===== config.mk =====
export PLATFORM = sky130hd
export DESIGN_NAME = mem_arbiter
export DESIGN_NICKNAME = d
export VERILOG_FILES = /design/src/rtl/mem_arb_pkg.sv /design/src/rtl/mem_arbiter.sv
export SDC_FILE = /design/constraint.sdc
export NUM_CORES = 1
export LEC_CHECK = 0
export CAP_MARGIN = 20
export CORE_MARGIN = 3
export CORE_UTILIZATION = 25
export CTS_BUF_LIST = sky130_fd_sc_hd__clkbuf_4
export CTS_CLUSTER_SIZE = 40
export DETAILED_ROUTE_END_ITERATION = 10
export MAX_ROUTING_LAYER = met4
export PLACE_DENSITY = 0.51
export SYNTH_ARGS = -nofsm -noshare
export SYNTH_HDL_FRONTEND = slang
export SYNTH_SLANG_ARGS = --single-unit
export TNS_END_PERCENT = 50

===== constraint.sdc =====
create_clock -name clk -period 2.4 [get_ports clk]
set_clock_uncertainty 0.2 [all_clocks]
set_input_delay 0.48 -clock clk [delete_from_list [all_inputs] [get_ports clk]]
set_output_delay 0.48 -clock clk [all_outputs]
set_load 0.05 [all_outputs]

===== src/rtl/mem_arb_pkg.sv =====
// mem_arb_pkg
// Shared definitions for the two-master data-RAM arbiter:
//   - state_t       : arbiter FSM states
//   - M0 / M1       : master identifiers
//   - AW_DEF/DW_DEF : default RAM address/data widths
//   - STARVE_LIMIT_DEF : default count of back-to-back m0 grants tolerated
//                        while m1 waits
package mem_arb_pkg;

    localparam int AW_DEF           = 8;
    localparam int DW_DEF           = 16;
    localparam int STARVE_LIMIT_DEF = 4;

    typedef enum logic [1:0] {
        IDLE   = 2'd0,
        ACCESS = 2'd1,
        WAIT   = 2'd2,
        RESP   = 2'd3
    } state_t;

    localparam logic M0 = 1'b0;
    localparam logic M1 = 1'b1;

endpackage


===== src/rtl/mem_arbiter.sv =====
// mem_arbiter
// Arbitrates single-word read/write requests from two masters onto one
// synchronous single-port RAM. Master 0 has fixed priority; master 1 is
// forced a grant once it has been passed over STARVE_LIMIT times in a row.
//
// Ports:
//   clk, reset                 clock, synchronous active-high reset
//   m0_*/m1_*  req/we/addr/wdata  master requests (held until ack)
//   m0_ack/m1_ack              one-cycle completion pulse
//   m0_rdata/m1_rdata          read data, valid in ack cycle, held until that
//                              master's next read completes
//   mem_addr/mem_we/mem_wdata  registered RAM command
//   mem_rdata                  RAM read data, one cycle after mem_addr
//   busy                       high while a transaction is in flight
//   state_dbg                  current FSM state, for observation only
//
// Handshake: a master raises req with we/addr/wdata stable and keeps it high
// until it sees ack (a single-cycle pulse). A req still high in the cycle
// after ack is a new request. A req dropped early does not cancel the
// transaction; it completes and ack still pulses.
module mem_arbiter
    import mem_arb_pkg::*;
#(
    parameter int AW           = AW_DEF,
    parameter int DW           = DW_DEF,
    parameter int STARVE_LIMIT = STARVE_LIMIT_DEF
) (
    input  logic          clk,
    input  logic          reset,
    input  logic          m0_req,
    input  logic          m0_we,
    input  logic [AW-1:0] m0_addr,
    input  logic [DW-1:0] m0_wdata,
    input  logic          m1_req,
    input  logic          m1_we,
    input  logic [AW-1:0] m1_addr,
    input  logic [DW-1:0] m1_wdata,
    output logic          m0_ack,
    output logic [DW-1:0] m0_rdata,
    output logic          m1_ack,
    output logic [DW-1:0] m1_rdata,
    output logic [AW-1:0] mem_addr,
    output logic          mem_we,
    output logic [DW-1:0] mem_wdata,
    input  logic [DW-1:0] mem_rdata,
    output logic          busy,
    output state_t        state_dbg
);

    localparam logic [3:0] LIMIT = 4'(STARVE_LIMIT);

    state_t     state;
    state_t     state_nxt;
    logic [3:0] starve_cnt;
    logic       cur_id;     // master owning the in-flight transaction
    logic       cur_we;     // mem_we drops after ACCESS, so keep the type here

    logic          grant_any;
    logic          grant_id;
    logic          sel_we;
    logic [AW-1:0] sel_addr;
    logic [DW-1:0] sel_wdata;

    // Next state and grant decision. Only IDLE can grant; the other states
    // walk a fixed four-cycle sequence.
    always_comb begin
        state_nxt = state;
        grant_any = 1'b0;
        grant_id  = M0;
        case (state)
            IDLE: begin
                if (m0_req || m1_req) begin
                    state_nxt = ACCESS;
                    grant_any = 1'b1;
                    if (m0_req && m1_req)
                        grant_id = (starve_cnt == LIMIT) ? M1 : M0;
                    else
                        grant_id = m1_req ? M1 : M0;
                end
            end
            ACCESS:  state_nxt = WAIT;
            WAIT:    state_nxt = RESP;
            RESP:    state_nxt = IDLE;
            default: state_nxt = IDLE;
        endcase
    end

    always_comb begin
        sel_we    = (grant_id == M1) ? m1_we    : m0_we;
        sel_addr  = (grant_id == M1) ? m1_addr  : m0_addr;
        sel_wdata = (grant_id == M1) ? m1_wdata : m0_wdata;
    end

    always_ff @(posedge clk) begin
        if (reset) begin
            state      <= IDLE;
            starve_cnt <= 4'd0;
            cur_id     <= M0;
            cur_we     <= 1'b0;
            mem_addr   <= '0;
            mem_we     <= 1'b0;
            mem_wdata  <= '0;
            m0_ack     <= 1'b0;
            m1_ack     <= 1'b0;
            m0_rdata   <= '0;
            m1_rdata   <= '0;
        end else begin
            state  <= state_nxt;
            m0_ack <= 1'b0;
            m1_ack <= 1'b0;

            if (grant_any) begin
                cur_id    <= grant_id;
                cur_we    <= sel_we;
                mem_addr  <= sel_addr;
                mem_wdata <= sel_wdata;
                mem_we    <= sel_we;
                // Count only grants where m1 was actually passed over.
                if (grant_id == M0 && m1_req) begin
                    if (starve_cnt != LIMIT)
                        starve_cnt <= starve_cnt + 4'd1;
                end else begin
                    starve_cnt <= 4'd0;
                end
            end

            if (state == ACCESS)
                mem_we <= 1'b0;

            // RAM output is valid during WAIT; capture it so rdata and ack
            // appear together in RESP.
            if (state == WAIT) begin
                if (!cur_we) begin
                    if (cur_id == M1) m1_rdata <= mem_rdata;
                    else              m0_rdata <= mem_rdata;
                end
                if (cur_id == M1) m1_ack <= 1'b1;
                else              m0_ack <= 1'b1;
            end
        end
    end

    assign busy      = (state != IDLE);
    assign state_dbg = state;

endmodule

==> results.md <==
- The run finished with clean final reports.
- The number of nets in the synthesized netlist is 502.
- The critical path goes through clkdlybuf4s50_1.
- Once detailed placement completed, the half-perimeter wirelength came to 8.40 mm.
- The H-tree generated during clock tree synthesis spans 3 levels.
- After detailed routing, the average wire length per cell comes to 16.2 um.
- Setup violations remaining at the end of the flow were counted as 0.
- The final total power is 5020 uW.
- The portion of netlist area occupied by mux cells is 0.00574.
- Of the total synthesized cell area, the portion taken by XOR and XNOR cells is 0.
- Leaving out fill and tap cells, the most frequent cells in the layout are clkdlybuf4s50_1 (128), nand2_1 (68), dfxtp_1 (67).
- The area used by multi-input combinational logic is 1950 um^2.
- For this run, the leading register cell type out of synthesis is dfxtp_1.
- Global routing finished with a remaining overflow of 0.
- The number of buffers inserted to repair setup after CTS is 0.
- The number of cells produced by synthesis is 426.
- For this run, the register share of the synthesized area comes to 0.385.
- The area growth from synthesis to final layout is 48.8%.
- The flop-to-flop setup slack is 440 ps.
- The violation count after the first detailed-route iteration is 178.
- The final antenna-violating net count is 0.
- The width of the chip is 124 um.
- The path type of the worst min-delay path is register to register.
- In this run the cell area of the synthesized design comes to 3490 um^2.
- The number of global-route vias before repair is 3,602.
- The startpoint identified for the worst hold timing path is m0_rdata[0]$_SDFFE_PP0P_.
- The root buffer selected by CTS is clkbuf_4.
- The count of input and output buffers is 131.
- The number of cells on the worst reg-to-reg path is 5.
- The element type at the critical path end is an output port.
- Counting distinct cell types in the post-synthesis netlist gives 41.
- Derived from the worst setup path, the maximum achievable clock frequency is 431 MHz.
- The area fraction in compound gates after synthesis is 0.149.
- The worst slew margin relative to its limit is 0.574.
- The longest clock path from root to sink contains 2 buffers.
- The worst setup margin is 79.9 ps.
- Of the total synthesized cell area, the portion taken by AND, OR, NAND and NOR gates is 0.381.
- The region available for standard cell placement spans 13,500 um^2.
- Leaving out fill and tap cells, the most frequent cell in the layout is clkdlybuf4s50_1.
- The finished layout holds 726 standard cells, fillers aside.
- In the global route stage, overall resource usage came out at 0.160.
- The Yosys step of the flow raised 0 warnings.
- The diode insertion count for antenna repair is 0.
- The worst hold path depth is 2.
- The die covers 15,400 um^2.
- In the finished design, the share of the clock period the worst path needs comes to 0.967.
- The sink count of the clock tree is 67.
- The clock-pin slew reported for the worst setup and hold paths after clock tree synthesis is 120 ps.
- Counting flops with an async set or reset pin after synthesis yields a share of 0.
- During I/O placement, the number of pins put on the boundary was 132.
- The fraction of final layout cells with drive strength greater than 1 is 0.107.
- Dividing total power by cell area gives a power density of 968 nW/um^2.
- The max-capacitance violation count is 0.
- The sort of element at the start of the critical path is a register.
- The detailed-router iteration count before antenna repair is 4.
- The final-report hold violation count is 0.
- The worst register-to-register path ends at m0_rdata[11]$_SDFFE_PP0P_.
- The count of buffer and inverter cells on the critical path is 1.
- At the placement stage, the worst setup path has a slack of 107 ps.
- The minimum clock period after layout is 2320 ps.
- The die is 124 um tall.
- For this run, the slowest stage of the critical path takes 820 ps.
- The number of antenna violations at the first check in global routing is 0.
- The worst min-delay path endpoint is m0_rdata[0]$_SDFFE_PP0P_.
- The routed wire length is 11.8 mm.
- The final route contains 3,584 vias.
- The final weighted congestion in routability-driven placement is 0.728.
- The post-synthesis area per instance is 8.19 um^2.
- The setup path with the least slack is of type register to output port.
- The ratio of routed vias to standard cells is 4.94.
- Data arrives at the worst endpoint at 1640 ps.
- Of the post-synthesis cell area, the dominant cell type holds 0.385.
- After detailed placement, the total cell area comes to 5010 um^2.
- The number of buffers added by the clock tree synthesis step is 9.
- For the worst-skew pair, the clock arrives at the later sink with an insertion delay of 420 ps.
- The number of placed cells counting well taps is 711.
- Across the VDD grid, the largest voltage drop is 430 uV.
- The final total negative setup slack is 0 ps.
- The sequential cell area in the final layout is 1340 um^2.
- The count of filler cells inserted in the layout is 1,403.
- By area, the combinational part of the netlist is dominated by simple AND/OR/NAND/NOR gates.
- After the last flow step, the layout net total stands at 622.
- The synthesized design contains 0 enable-type register cells.
- Of the total synthesized cell area, the portion taken by full adders, half adders and majority gates is 0.0215.
- After synthesis the netlist holds a flip-flop and latch count of 67.
- Once layout is done, the placed cells without fillers occupy 5190 um^2.
- The max-slew violation count is 0.
- The largest driver fanout on the critical path is 4.
- Yosys attributes the largest share of cell area to dfxtp_1 (38%), a21oi_1 (8.0%), nand2_1 (7.3%).
- STA puts the critical path data required time at 1720 ps.
- In this run the static leakage power is 0.00182 uW.
- The global-route wire length before repair is 18.9 mm.
- At the pin with the least slew margin, the transition time is 639 ps.
- The largest area contributor in the netlist is dfxtp_1.
- The initial utilization of the core area, before any placement, comes to 0.259.
- The residual DRC count is 0.
- The total number of placement rows is 42.
- Setup repair after global routing left no endpoint under its margin.
- The origin of the critical flop-to-flop path is state_dbg[0]$_SDFFE_PP0P_.
- The library cell contributing the largest single delay on the critical path is clkdlybuf4s50_1.
- The family of cells with the greatest summed delay on the critical path is buffers and inverters.
- TritonCTS built the clock tree.
- Entering global routing, the biggest net connects 55 pins.
## cells in the mapped netlist, drive strengths merged, types with 6 or more instances
cell type and instances:
or3b 44, dfxtp 67, a21oi 56, o21ai 25, nand2 69, nor4 22
nor3 25, clkbuf 25, ha 6, inv 6, and4b 22, nor2 6
buf 16
## report_power, final
group / switching, uW / internal (uW) / total (uW)
sequential: 145 / 1350 / 1490
combinational: 1670 / 920 / 2590
clock: 427 / 515 / 941
## logic make-up after synthesis
logic type / Yosys count
AO/OA/AOI/OAI: 94
adder cells (fa/ha/maj): 6
buffers and inverters: 47
flip-flops: 67
multiplexers: 2
AND/OR/NAND/NOR: 210
## layer usage
metal | routed length (um) | global-route usage | share of wire
met5 | 0 | - | 0
met4 | 82 | 0.0301 | 0.0070
met2 | 6050 | 0.271 | 0.51
met3 | 446 | 0.0327 | 0.038
met1 | 5210 | 0.200 | 0.44
## what timing repair did
item                       4_1_cts  5_1_grt
hold buffers                     0        0
setup endpoints to repair        1        2
resized for setup                1        2
## per-stage QoR
step                hold WS (ps)   util
floorplan                    262      -
global placement             243  0.373
detailed placement           246  0.373
CTS                          263  0.386
global route                 281  0.386
finish                       261  0.386
## final cells by class
cell class	instances	share of cell area
Clock inverter	6	0.0203
Inverter	6	0.00434
Multi-Input combinational cell	312	0.375
Tap cell	176	0.0424
Timing Repair Buffer	150	0.286
Clock buffer	9	0.0130
Sequential cell	67	0.258
## flip-flops by register name (all words and copies together), names as in the netlist
register / count
m1_ack: 1
mem_we: 1
m0_rdata: 16
mem_wdata: 16
cur_we: 1
mem_addr: 8
starve_cnt: 4
cur_id: 1
m1_rdata: 16
state_dbg: 2
m0_ack: 1
## how the worst max path moves through the flow
| stage | startpoint | end | slack (ps) | depth (start not counted) |
|---|---|---|---|---|
| global route | mem_wdata[12]$_SDFFE_PP0P_ | mem_wdata[12] | 7 | 1 |
| global placement | m1_req | mem_addr[1]$_SDFFE_PP0P_ | 130 | 6 |
| floorplan | state_dbg[0]$_SDFFE_PP0P_ | busy | 150 | 4 |
| finish | state_dbg[0]$_SDFFE_PP0P_ | state_dbg[0] | 80 | 1 |
| CTS | state_dbg[0]$_SDFFE_PP0P_ | busy | 20 | 4 |
| detailed placement | m1_req | mem_addr[7]$_SDFFE_PP0P_ | 110 | 6 |
Power figures use the tool's default switching activity.
